**src/rtl/decode_stage_if.sv**
```systemverilog
// decode_stage_if: fetch-side and execute-side handshake plus decoded payload of the decode stage
interface decode_stage_if #(
  parameter int XLEN       = 32,
  parameter int REG_ADDR_W = 5,
  parameter int ALU_OP_W   = 5
);
  logic                  flush;
  logic                  in_valid;
  logic                  in_ready;
  logic [31:0]           in_instr;
  logic [XLEN-1:0]       in_pc;
  logic                  out_valid;
  logic                  out_ready;
  logic [XLEN-1:0]       out_pc;
  logic [REG_ADDR_W-1:0] out_rd;
  logic [REG_ADDR_W-1:0] out_rs1;
  logic [REG_ADDR_W-1:0] out_rs2;
  logic [XLEN-1:0]       out_imm;
  logic [ALU_OP_W-1:0]   out_alu_op;
  logic                  out_alu_src;
  logic                  out_reg_write;
  logic                  out_is_branch;
  logic                  out_jal;
  logic                  out_jalr;
  logic [2:0]            out_b_type;
  logic                  out_mem_read;
  logic                  out_mem_write;
  logic [2:0]            out_mem_size;
  logic                  out_illegal;
  modport master (
    output flush, in_valid, in_instr, in_pc, out_ready,
    input  in_ready, out_valid, out_pc, out_rd, out_rs1, out_rs2, out_imm, out_alu_op,
           out_alu_src, out_reg_write, out_is_branch, out_jal, out_jalr, out_b_type,
           out_mem_read, out_mem_write, out_mem_size, out_illegal
  );
  modport slave (
    input  flush, in_valid, in_instr, in_pc, out_ready,
    output in_ready, out_valid, out_pc, out_rd, out_rs1, out_rs2, out_imm, out_alu_op,
           out_alu_src, out_reg_write, out_is_branch, out_jal, out_jalr, out_b_type,
           out_mem_read, out_mem_write, out_mem_size, out_illegal
  );
endinterface

```
**src/rtl/decode_stage.sv**
```systemverilog
// decode_stage: registered RV32I decoder with 2-entry skid buffer; define DECODE_MULDIV_EN to decode the M extension
module decode_stage #(
  parameter int XLEN       = 32,
  parameter int REG_ADDR_W = 5,
  parameter int ALU_OP_W   = 5
) (
  input logic clk,
  input logic rst,
  decode_stage_if.slave bus
);
  typedef struct packed {
    logic [REG_ADDR_W-1:0] rd;
    logic [REG_ADDR_W-1:0] rs1;
    logic [REG_ADDR_W-1:0] rs2;
    logic [XLEN-1:0]       imm;
    logic [ALU_OP_W-1:0]   alu_op;
    logic                  alu_src;
    logic                  reg_write;
    logic                  is_branch;
    logic                  jal;
    logic                  jalr;
    logic [2:0]            b_type;
    logic                  mem_read;
    logic                  mem_write;
    logic [2:0]            mem_size;
    logic                  illegal;
  } bundle_t;
  logic [31:0] ins;
  logic [6:0]  op, f7;
  logic [2:0]  f3;
  logic [REG_ADDR_W-1:0] rd_f, rs1_f, rs2_f;
  logic [XLEN-1:0] imm_i, imm_s, imm_b, imm_u, imm_j;
  logic [4:0]  r_code, i_code;
  logic        r_ok, i_ok, ill;
  bundle_t     d, main_q, skid_q;
  logic [XLEN-1:0] main_pc, skid_pc;
  logic        main_valid, skid_valid, in_fire, load;
  assign ins   = bus.in_instr;
  assign op    = ins[6:0];
  assign f3    = ins[14:12];
  assign f7    = ins[31:25];
  assign rd_f  = REG_ADDR_W'(ins[11:7]);
  assign rs1_f = REG_ADDR_W'(ins[19:15]);
  assign rs2_f = REG_ADDR_W'(ins[24:20]);
  assign imm_i = XLEN'($signed(ins[31:20]));
  assign imm_s = XLEN'($signed({ins[31:25], ins[11:7]}));
  assign imm_b = XLEN'($signed({ins[31], ins[7], ins[30:25], ins[11:8], 1'b0}));
  assign imm_u = XLEN'($signed({ins[31:12], 12'b0}));
  assign imm_j = XLEN'($signed({ins[31], ins[19:12], ins[20], ins[30:21], 1'b0}));
  always_comb begin
    case (f3)
      3'd0:    r_code = f7[5] ? 5'd1 : 5'd0;
      3'd1:    r_code = 5'd5;
      3'd2:    r_code = 5'd8;
      3'd3:    r_code = 5'd9;
      3'd4:    r_code = 5'd2;
      3'd5:    r_code = f7[5] ? 5'd7 : 5'd6;
      3'd6:    r_code = 5'd3;
      default: r_code = 5'd4;
    endcase
    case (f3)
      3'd0:    i_code = 5'd10;
      3'd1:    i_code = 5'd14;
      3'd2:    i_code = 5'd17;
      3'd3:    i_code = 5'd18;
      3'd4:    i_code = 5'd11;
      3'd5:    i_code = f7[5] ? 5'd16 : 5'd15;
      3'd6:    i_code = 5'd12;
      default: i_code = 5'd13;
    endcase
  end
  // funct7 0100000 is only meaningful for ADD/SUB and SRL/SRA (and SRLI/SRAI)
  assign r_ok = f7 == 7'h00 || (f7 == 7'h20 && (f3 == 3'd0 || f3 == 3'd5));
  assign i_ok = f3 == 3'd1 ? f7 == 7'h00 : f3 == 3'd5 ? (f7 == 7'h00 || f7 == 7'h20) : 1'b1;
  always_comb begin
    d   = '0;
    ill = 1'b0;
    case (op)
      7'b0110011: begin
        d.rd = rd_f; d.rs1 = rs1_f; d.rs2 = rs2_f; d.reg_write = 1'b1;
        d.alu_op = ALU_OP_W'(r_code);
`ifdef DECODE_MULDIV_EN
        if (f7 == 7'h01) d.alu_op = ALU_OP_W'({2'b11, f3});
        ill = !r_ok && f7 != 7'h01;
`else
        ill = !r_ok;
`endif
      end
      7'b0010011: begin
        d.rd = rd_f; d.rs1 = rs1_f; d.imm = imm_i; d.alu_src = 1'b1; d.reg_write = 1'b1;
        d.alu_op = ALU_OP_W'(i_code);
        ill = !i_ok;
      end
      7'b0000011: begin
        d.rd = rd_f; d.rs1 = rs1_f; d.imm = imm_i; d.alu_op = ALU_OP_W'(5'b10101);
        d.mem_read = 1'b1; d.reg_write = 1'b1; d.alu_src = 1'b1; d.mem_size = f3;
        ill = f3 == 3'd3 || f3 == 3'd6 || f3 == 3'd7;
      end
      7'b0100011: begin
        d.rs1 = rs1_f; d.rs2 = rs2_f; d.imm = imm_s; d.alu_op = ALU_OP_W'(5'b10101);
        d.mem_write = 1'b1; d.alu_src = 1'b1; d.mem_size = f3;
        ill = f3 >= 3'd3;
      end
      7'b1100011: begin
        d.rs1 = rs1_f; d.rs2 = rs2_f; d.imm = imm_b; d.is_branch = 1'b1; d.b_type = f3;
        ill = f3 == 3'd2 || f3 == 3'd3;
      end
      7'b1101111: begin
        d.rd = rd_f; d.imm = imm_j; d.jal = 1'b1; d.reg_write = 1'b1;
      end
      7'b1100111: begin
        d.rd = rd_f; d.rs1 = rs1_f; d.imm = imm_i; d.jalr = 1'b1; d.reg_write = 1'b1;
        ill = f3 != 3'd0;
      end
      7'b0110111: begin
        d.rd = rd_f; d.imm = imm_u; d.alu_op = ALU_OP_W'(5'b10011); d.alu_src = 1'b1; d.reg_write = 1'b1;
      end
      7'b0010111: begin
        d.rd = rd_f; d.imm = imm_u; d.alu_op = ALU_OP_W'(5'b10100); d.alu_src = 1'b1; d.reg_write = 1'b1;
      end
      default: ill = 1'b1;
    endcase
    if (ill) begin
      d = '0;
      d.illegal = 1'b1;
    end
  end
  assign in_fire = bus.in_valid && !skid_valid;
  assign load    = !main_valid || bus.out_ready;
  // skid is only written while main is held, and in_ready is low while it is occupied
  always_ff @(posedge clk or posedge rst) begin
    if (rst) begin
      main_valid <= 1'b0;
      skid_valid <= 1'b0;
      main_q     <= '0;
      skid_q     <= '0;
      main_pc    <= '0;
      skid_pc    <= '0;
    end else if (bus.flush) begin
      main_valid <= 1'b0;
      skid_valid <= 1'b0;
    end else if (load) begin
      main_valid <= skid_valid || in_fire;
      skid_valid <= 1'b0;
      if (skid_valid) begin
        main_q  <= skid_q;
        main_pc <= skid_pc;
      end else if (in_fire) begin
        main_q  <= d;
        main_pc <= bus.in_pc;
      end
    end else if (in_fire) begin
      skid_valid <= 1'b1;
      skid_q     <= d;
      skid_pc    <= bus.in_pc;
    end
  end
  assign bus.in_ready      = !skid_valid;
  assign bus.out_valid     = main_valid;
  assign bus.out_pc        = main_pc;
  assign bus.out_rd        = main_q.rd;
  assign bus.out_rs1       = main_q.rs1;
  assign bus.out_rs2       = main_q.rs2;
  assign bus.out_imm       = main_q.imm;
  assign bus.out_alu_op    = main_q.alu_op;
  assign bus.out_alu_src   = main_q.alu_src;
  assign bus.out_reg_write = main_q.reg_write;
  assign bus.out_is_branch = main_q.is_branch;
  assign bus.out_jal       = main_q.jal;
  assign bus.out_jalr      = main_q.jalr;
  assign bus.out_b_type    = main_q.b_type;
  assign bus.out_mem_read  = main_q.mem_read;
  assign bus.out_mem_write = main_q.mem_write;
  assign bus.out_mem_size  = main_q.mem_size;
  assign bus.out_illegal   = main_q.illegal;
endmodule

```
**src/flat_wrapper.sv**
```systemverilog
// flat-port wrapper written by rule: the top's interface ports become plain ports
module decode_stage_flat 
#(
  parameter int XLEN       = 32,
  parameter int REG_ADDR_W = 5,
  parameter int ALU_OP_W   = 5
)
  (clk, rst, bus_flush, bus_in_valid, bus_in_instr, bus_in_pc, bus_out_ready, bus_in_ready, bus_out_valid, bus_out_pc, bus_out_rd, bus_out_rs1, bus_out_rs2, bus_out_imm, bus_out_alu_op, bus_out_alu_src, bus_out_reg_write, bus_out_is_branch, bus_out_jal, bus_out_jalr, bus_out_b_type, bus_out_mem_read, bus_out_mem_write, bus_out_mem_size, bus_out_illegal);
  decode_stage_if #(.XLEN(XLEN), .REG_ADDR_W(REG_ADDR_W), .ALU_OP_W(ALU_OP_W)) bus_i ();
  input logic clk;
  input logic rst;
  input wire logic [$bits(bus_i.flush)-1:0] bus_flush;
  input wire logic [$bits(bus_i.in_valid)-1:0] bus_in_valid;
  input wire logic [$bits(bus_i.in_instr)-1:0] bus_in_instr;
  input wire logic [$bits(bus_i.in_pc)-1:0] bus_in_pc;
  input wire logic [$bits(bus_i.out_ready)-1:0] bus_out_ready;
  output wire logic [$bits(bus_i.in_ready)-1:0] bus_in_ready;
  output wire logic [$bits(bus_i.out_valid)-1:0] bus_out_valid;
  output wire logic [$bits(bus_i.out_pc)-1:0] bus_out_pc;
  output wire logic [$bits(bus_i.out_rd)-1:0] bus_out_rd;
  output wire logic [$bits(bus_i.out_rs1)-1:0] bus_out_rs1;
  output wire logic [$bits(bus_i.out_rs2)-1:0] bus_out_rs2;
  output wire logic [$bits(bus_i.out_imm)-1:0] bus_out_imm;
  output wire logic [$bits(bus_i.out_alu_op)-1:0] bus_out_alu_op;
  output wire logic [$bits(bus_i.out_alu_src)-1:0] bus_out_alu_src;
  output wire logic [$bits(bus_i.out_reg_write)-1:0] bus_out_reg_write;
  output wire logic [$bits(bus_i.out_is_branch)-1:0] bus_out_is_branch;
  output wire logic [$bits(bus_i.out_jal)-1:0] bus_out_jal;
  output wire logic [$bits(bus_i.out_jalr)-1:0] bus_out_jalr;
  output wire logic [$bits(bus_i.out_b_type)-1:0] bus_out_b_type;
  output wire logic [$bits(bus_i.out_mem_read)-1:0] bus_out_mem_read;
  output wire logic [$bits(bus_i.out_mem_write)-1:0] bus_out_mem_write;
  output wire logic [$bits(bus_i.out_mem_size)-1:0] bus_out_mem_size;
  output wire logic [$bits(bus_i.out_illegal)-1:0] bus_out_illegal;
  assign bus_i.flush = bus_flush;
  assign bus_i.in_valid = bus_in_valid;
  assign bus_i.in_instr = bus_in_instr;
  assign bus_i.in_pc = bus_in_pc;
  assign bus_i.out_ready = bus_out_ready;
  assign bus_in_ready = bus_i.in_ready;
  assign bus_out_valid = bus_i.out_valid;
  assign bus_out_pc = bus_i.out_pc;
  assign bus_out_rd = bus_i.out_rd;
  assign bus_out_rs1 = bus_i.out_rs1;
  assign bus_out_rs2 = bus_i.out_rs2;
  assign bus_out_imm = bus_i.out_imm;
  assign bus_out_alu_op = bus_i.out_alu_op;
  assign bus_out_alu_src = bus_i.out_alu_src;
  assign bus_out_reg_write = bus_i.out_reg_write;
  assign bus_out_is_branch = bus_i.out_is_branch;
  assign bus_out_jal = bus_i.out_jal;
  assign bus_out_jalr = bus_i.out_jalr;
  assign bus_out_b_type = bus_i.out_b_type;
  assign bus_out_mem_read = bus_i.out_mem_read;
  assign bus_out_mem_write = bus_i.out_mem_write;
  assign bus_out_mem_size = bus_i.out_mem_size;
  assign bus_out_illegal = bus_i.out_illegal;
  decode_stage #(.XLEN(XLEN), .REG_ADDR_W(REG_ADDR_W), .ALU_OP_W(ALU_OP_W)) u_core (.clk(clk), .rst(rst), .bus(bus_i));
endmodule
```
**config.mk**
```make
export PLATFORM = sky130hd
export DESIGN_NAME = decode_stage_flat
export DESIGN_NICKNAME = d
export VERILOG_FILES = /design/src/rtl/decode_stage_if.sv /design/src/rtl/decode_stage.sv /design/src/flat_wrapper.sv
export SDC_FILE = /design/constraint.sdc
export NUM_CORES = 1
export LEC_CHECK = 0
export ABC_AREA = 0
export CAP_MARGIN = 20
export CORE_MARGIN = 1
export CORE_UTILIZATION = 40
export DETAILED_ROUTE_END_ITERATION = 8
export DONT_BUFFER_PORTS = 1
export PLACE_DENSITY = 0.57
export SYNTH_ARGS = -nofsm -noshare
export SYNTH_HDL_FRONTEND = slang
export SYNTH_SLANG_ARGS = --single-unit
```
**constraint.sdc**
```tcl
create_clock -name clk -period 11.5 [get_ports clk]
set_input_delay 1.15 -clock clk [delete_from_list [all_inputs] [get_ports clk]]
set_output_delay 1.15 -clock clk [all_outputs]
set_load 0.01 [all_outputs]
```
==> impl_metrics.yaml, run 1 <==
timing:
  tns_ns: 0
  finalHoldViolations: 0
  tightest_slew_ns: 1.06
  fin_crit_sh_pct: 29.7
  setup_viol: 0
  rsz0062_at_grt: "false"
  slew_headroom_pct: 29.0
  timing.hold.ws_ns: 0.471
  final.min_clock_period_ns: 3.42
  skew_ns: 0.0107
  fmax_mhz: 293
  fin_ws_ns: 8.08
  finalMaxSlewViolations: 0
die:
  die_x_microns: 153
  core-area_sq_um: 22100
  die_area_sq_um: 23400
  fp-row-count: 54
  die_h_microns: 153
  ioPinCount: 169
  start_util_pct: 41.3
synthesis:
  ys_seq_elements: 198
  synthCells: 987
  yosysSeqAreaShare_pct: 54.3
  syn_avg_cell_area_sq_um: 9.25
  syn_nets: 1056
  syn_area_sq_um: 9130
  synth_edf_count: 0
  synth_top_area_cell: "dfrtp_1"
  synth_commonest_cells: "nand2_1, dfrtp_1, o21ai_0, a21oi_1, clkbuf_1"
  async_reset_ff_share_pct: 100
  yosysMostFrequentCell: "nand2_1"
  synth.distinct_cells: 56
  yosys_warnings: 0
  ys_top_cells_by_area: "dfrtp_1, nand2_1, o21ai_0"
  synth_top_cell_area_share_pct: 54.3
  ys.flop_type: "dfrtp_1"
outcome:
  status: "finished clean"
route:
  drt_wl_total_mm: 25.8
  drc: 0
  drt-wirelength-per-cell_microns: 21.0
  postRouteAntennaNets: 0
  first_iter_violations: 591
  vias: 7063
  vias_per_cell: 5.74
  dr.pass1.iters: 5
placement:
  port_buffers: 0
  placed_area_sq_um: 9270
  dpl.hpwl_mm: 16.2
  place_inst: 1196
  globalplace.congestion: 0.879
  place_ws_ns: 7.61
critical_path:
  crit_required_ns: 11.83
  worst-setup-path-type: "input port to flop"
  critPathTopFamily: "simple AND/OR/NAND/NOR gates"
  worst_setup_path_end_kind: "flop"
  slowest_delay_ns: 0.62
  critPathBufInv: 1
  path_cells: "nor3b_1, and2_2, buf_4, nand2_1, or3_1, o31ai_1"
  crit_fanout: 51
  slowest_stage: "or3_1"
  arrival_ns: 3.74
  cp-start-kind: "input port"
power_and_ir_drop:
  p_switching_mw: 0.399
  p_seq_share_pct: 53.4
  p_leak_nw: 4.44
  pwr-share-comb_pct: 8.1
  worst_ir_drop_vdd_mv: 0.0706
  swShare_pct: 26.5
  intPower_mw: 1.11
  power_density_nw_per_um2: 152
  total_power_mw: 1.51
  clockPowerShare_pct: 38.4
finish:
  num-nets-final: 1007
  drive_gt1_share_pct: 5.68
  stdcell_count: 1230
  stdcell_area_sq_um: 9880
  syn2layout_area_growth_pct: 8.28
  diodes: 0
  utilization_pct: 44.7
clocking:
  htree_levels: 4
  cts.sinks: 198
  ctsResizeCount: 0
  cts_root_buf: "clkbuf_16"
  tritoncts: "done"
  cts_buffers: 17
  cts_buffer_depth: 2
  cts_setup_buffers: 0
  path_clk_slew_ns: 0.07
  clk_latency_ns: 0.43
  ctsHoldBuffers: 0
global_routing:
  first_global_vias: 6922
  antenna_found_initial: 0
  grt_pass1_wl_mm: 41.2
  grt.overflow.total: 0
  grt_max_degree: 136
  grt_usage_pct: 22.5
worst_hold_path:
  hp-class: "flop to flop"
run:
  cap_viol_max_count: 0
## worst min-delay path, delay by kind of cell (launching register included)
kind | cells | cell delay (ns)
DFF | 1 | 0.34
and+or+nand+nor | 1 | 0.05
AOI/OAI and AO/OA | 1 | 0.05
## per-layer routing
layer / part of all wire (%) / global-route usage, %
met2: 44 / 33.2
met1: 45 / 30.8
met3: 8.8 / 7.97
met4: 2.0 / 7.36
met5: 0 / 0
## registers in the layout, indices dropped and copies added (netlist names)
register,flops
u_core.bus.out_alu_op,5
u_core.bus.out_alu_src,1
u_core.bus.out_b_type,3
u_core.bus.out_illegal,1
u_core.bus.out_imm,32
u_core.bus.out_is_branch,1
u_core.bus.out_jal,1
u_core.bus.out_jalr,1
u_core.bus.out_mem_read,1
u_core.bus.out_mem_size,3
u_core.bus.out_mem_write,1
u_core.bus.out_pc,32
u_core.bus.out_rd,5
u_core.bus.out_reg_write,1
u_core.bus.out_rs1,5
u_core.bus.out_rs2,5
u_core.bus.out_valid,1
u_core.skid_pc,32
u_core.skid_q,66
u_core.skid_valid,1
## layout by cell type (no fill, tap or decap), types with 3 or more instances in the layout
cell	count
clkinv_2	3
inv_1	12
clkbuf_16	17
and3_1	48
nor2_1	34
nand2b_1	3
and3b_1	3
buf_4	9
a21boi_0	3
clkinv_4	3
o41ai_1	3
a32o_1	11
nor2b_1	5
nor3_1	4
o21ai_0	104
a21oi_1	89
o211ai_1	3
dfrtp_1	197
nand2_1	212
o31ai_1	33
o22ai_1	17
a22oi_1	6
mux2i_1	33
nand3_1	36
## cell families after synthesis
group,Yosys count,share of synthesized area [%]
AND/OR/NAND/NOR,367,18.4
buffers and inverters,93,3.97
flip-flops,198,54.3
AO/OA/AOI/OAI,295,19.6
multiplexers,33,3.62
XOR/XNOR,1,0.0960
## cell type report
cell class,instances,area [sq um]
fillers,2152,12200
multi-input cells,696,3830
clock buffers,21,460
flip-flops and latches,198,4960
inverters,13,56.3
clock inverters,10,98.8
well taps,280,350
repair buffers,12,126
## power groups by stage
stage	clock (mW)	sequential, mW	combinational (mW)
6_report	0.579	0.804	0.122
5_1_grt	0.620	0.812	0.144
4_1_cts	0.595	0.804	0.123
3_5_place_dp	0	0.818	0.122
3_3_place_gp	0	0.817	0.120
2_1_floorplan	0	0.806	0.0999
## final timing paths
check / cells after the start / slack [ns] / end / from
min reg2reg: 2 / 0.47 / u_core.skid_q[31] / u_core.skid_q[31]
min in group asynchronous: 1 / 0.79 / u_core.bus.out_pc[26] / rst
max: 6 / 8.08 / u_core.skid_q[40] / bus_in_valid
max in group asynchronous: 2 / 9.28 / u_core.bus.out_jal / rst
max reg2reg: 6 / 8.14 / u_core.skid_q[40] / u_core.skid_valid
min: 2 / 0.47 / u_core.skid_q[31] / u_core.skid_q[31]
Power figures use the tool's default switching activity.
==> inputs of run 2 (changes only) <==
- PLACE_DENSITY: 0.57 -> 0.59
- clock period: 11.5 -> 3.05 ns (I/O delays scaled with it)
==> run 2 against run 1 <==
  * Sequential power increased to 3.8 times the previous value
  * Global-route usage increased by 0.77 points
  * Total power increased to 3.9 times the previous value
  * Clock power increased to 3.9 times the previous value
  * Core utilization increased by 2.5 points
==> impl_metrics.yaml, run 2 (synthesized netlist as in run 1, its figures left out) <==
outcome:
  status: "finished clean"
finish:
  syn2layout_area_growth_pct: 14.2
  largest_reg_flops: 66
  drive_gt1_share_pct: 6.77
  stdcell_area_sq_um: 10400
  top_register: "u_core.skid_q"
  final_common_cell: "nand2_1"
  final_cell_mix: "nand2_1, dfrtp_1, o21ai_0, a21oi_1, and3_1"
  num-nets-final: 1060
  diodes: 0
power_and_ir_drop:
  p_seq_share_pct: 52.0
  clockPowerShare_pct: 38.9
  intPower_mw: 4.20
  p_switching_mw: 1.62
  p_leak_nw: 4.68
  pwr-share-comb_pct: 9.0
  power_density_nw_per_um2: 558
  swShare_pct: 27.8
  worst_ir_drop_vdd_mv: 0.310
die:
  die_x_microns: 153
  core-area_sq_um: 22100
  ioPinCount: 169
  die_h_microns: 153
  die_area_sq_um: 23400
  start_util_pct: 41.3
  fp-row-count: 54
placement:
  globalplace.congestion: 0.850
  placed_area_sq_um: 9420
  port_buffers: 0
  dpl.hpwl_mm: 17.2
timing:
  setup_viol: 0
  finalHoldViolations: 0
  skew_ns: 0.00780
  final.min_clock_period_ns: 2.37
  tns_ns: 0
  slew_headroom_pct: 47.0
  finalMaxSlewViolations: 0
  fin_crit_sh_pct: 77.8
  rsz0062_at_grt: "false"
  fmax_mhz: 421
  timing.hold.ws_ns: 0.0113
  tightest_slew_ns: 0.774
global_routing:
  grt.overflow.total: 0
  antenna_found_initial: 0
  grt_usage_pct: 23.3
  grt_pass1_wl_mm: 42.6
  grt_max_degree: 102
  first_global_vias: 7086
critical_path:
  worst-setup-path-type: "flop to flop"
  arrival_ns: 2.71
  slowest_delay_ns: 0.63
  crit_required_ns: 3.39
  r2r-end: "u_core.skid_q[40]"
  critPathBufInv: 0
  critPathTopFamily: "simple AND/OR/NAND/NOR gates"
  slowest_stage: "or3_1"
  path_cells: "nor2b_1, and2_2, nand2_1, or3_1, o31ai_1"
  r2r_cells: 5
  worst_setup_path_end_kind: "flop"
  r2r_slack_ns: 0.68
  crit_fanout: 11
  r2r_start: "u_core.bus.out_valid"
  cp-start-kind: "flop"
route:
  met2_length_mm: 12.3
  dr.pass1.iters: 5
  vias_per_cell: 5.78
  postRouteAntennaNets: 0
  first_iter_violations: 544
  top_layer: "met4"
  drt-wirelength-per-cell_microns: 20.9
  drt_wl_total_mm: 26.9
  wl_met3_mm: 2.13
  drc: 0
  vias: 7423
  wl_met1_mm: 12.2
clocking:
  ctsHoldBuffers: 42
  cts_buffer_depth: 2
  cts_setup_buffers: 0
  ctsResizeCount: 0
  cts_root_buf: "clkbuf_16"
  clk_latency_ns: 0.43
  cts.sinks: 198
  tritoncts: "done"
  path_clk_slew_ns: 0.08
  htree_levels: 4
  cts_buffers: 17
worst_hold_path:
  hold_start: "bus_in_instr[23]"
  min_to: "u_core.bus.out_rs2[3]"
  hp-class: "input port to flop"
  whs_path_depth: 2
run:
  cap_viol_max_count: 0
[run 2: changes by cell type in the layout (fill, tap and decap cells not counted), sizes merged]
cell / before / now
buf: 12 / 23
clkinv: 6 / 7
clkinvlp: 1 / 2
dlygate4sd3: 0 / 42
clkbuf: 21 / 17
inv: 15 / 18
[run 2: layout make-up]
class	instances	area (sq um)
clock buffers	17	425
clock inverters	15	163
fillers	2138	11700
inverters	13	52.6
multi-input cells	696	3830
flip-flops and latches	198	4960
well taps	280	350
repair buffers	65	643
[run 2: metrics by stage]
step / total power [mW] / cells / setup slack [ns] / utilization [%]
floorplan: 3.42 / 987 / 0.185 / -
global placement: 3.54 / 1210 / 0.764 / 42.6
detailed placement: 3.56 / 1210 / 0.645 / 42.6
CTS: 5.87 / 1284 / 0.684 / 47.2
global route: 6.08 / 1284 / 0.537 / 47.2
finish: 5.82 / 1284 / 0.677 / 47.2
[run 2: how the worst max path moves through the flow]
stage | start | end | slack (ns) | depth (start not counted)
global route | u_core.bus.out_valid | u_core.skid_q[40] | 0.54 | 5
detailed placement | bus_in_instr[25] | u_core.bus.out_b_type[1] | 0.64 | 5
CTS | u_core.bus.out_valid | u_core.skid_q[40] | 0.68 | 5
global placement | bus_in_instr[25] | u_core.bus.out_b_type[1] | 0.76 | 5
floorplan | rst | u_core.bus.out_alu_op[0] | 0.18 | 1
finish | u_core.bus.out_valid | u_core.skid_q[40] | 0.68 | 5
[run 2: power by group through the flow]
stage	Combinational, mW	Clock (mW)	Sequential, mW
2_1_floorplan	0.377	0	3.04
3_3_place_gp	0.473	0	3.07
3_5_place_dp	0.484	0	3.08
4_1_cts	0.532	2.31	3.03
5_1_grt	0.602	2.42	3.06
6_report	0.525	2.27	3.03
[run 2: layer usage]
metal	global-route usage (%)	vias to the layer above
met5	0	-
met4	5.58	0
met3	7.20	21
met2	36.0	250
met1	31.9	3656
li1	-	3496
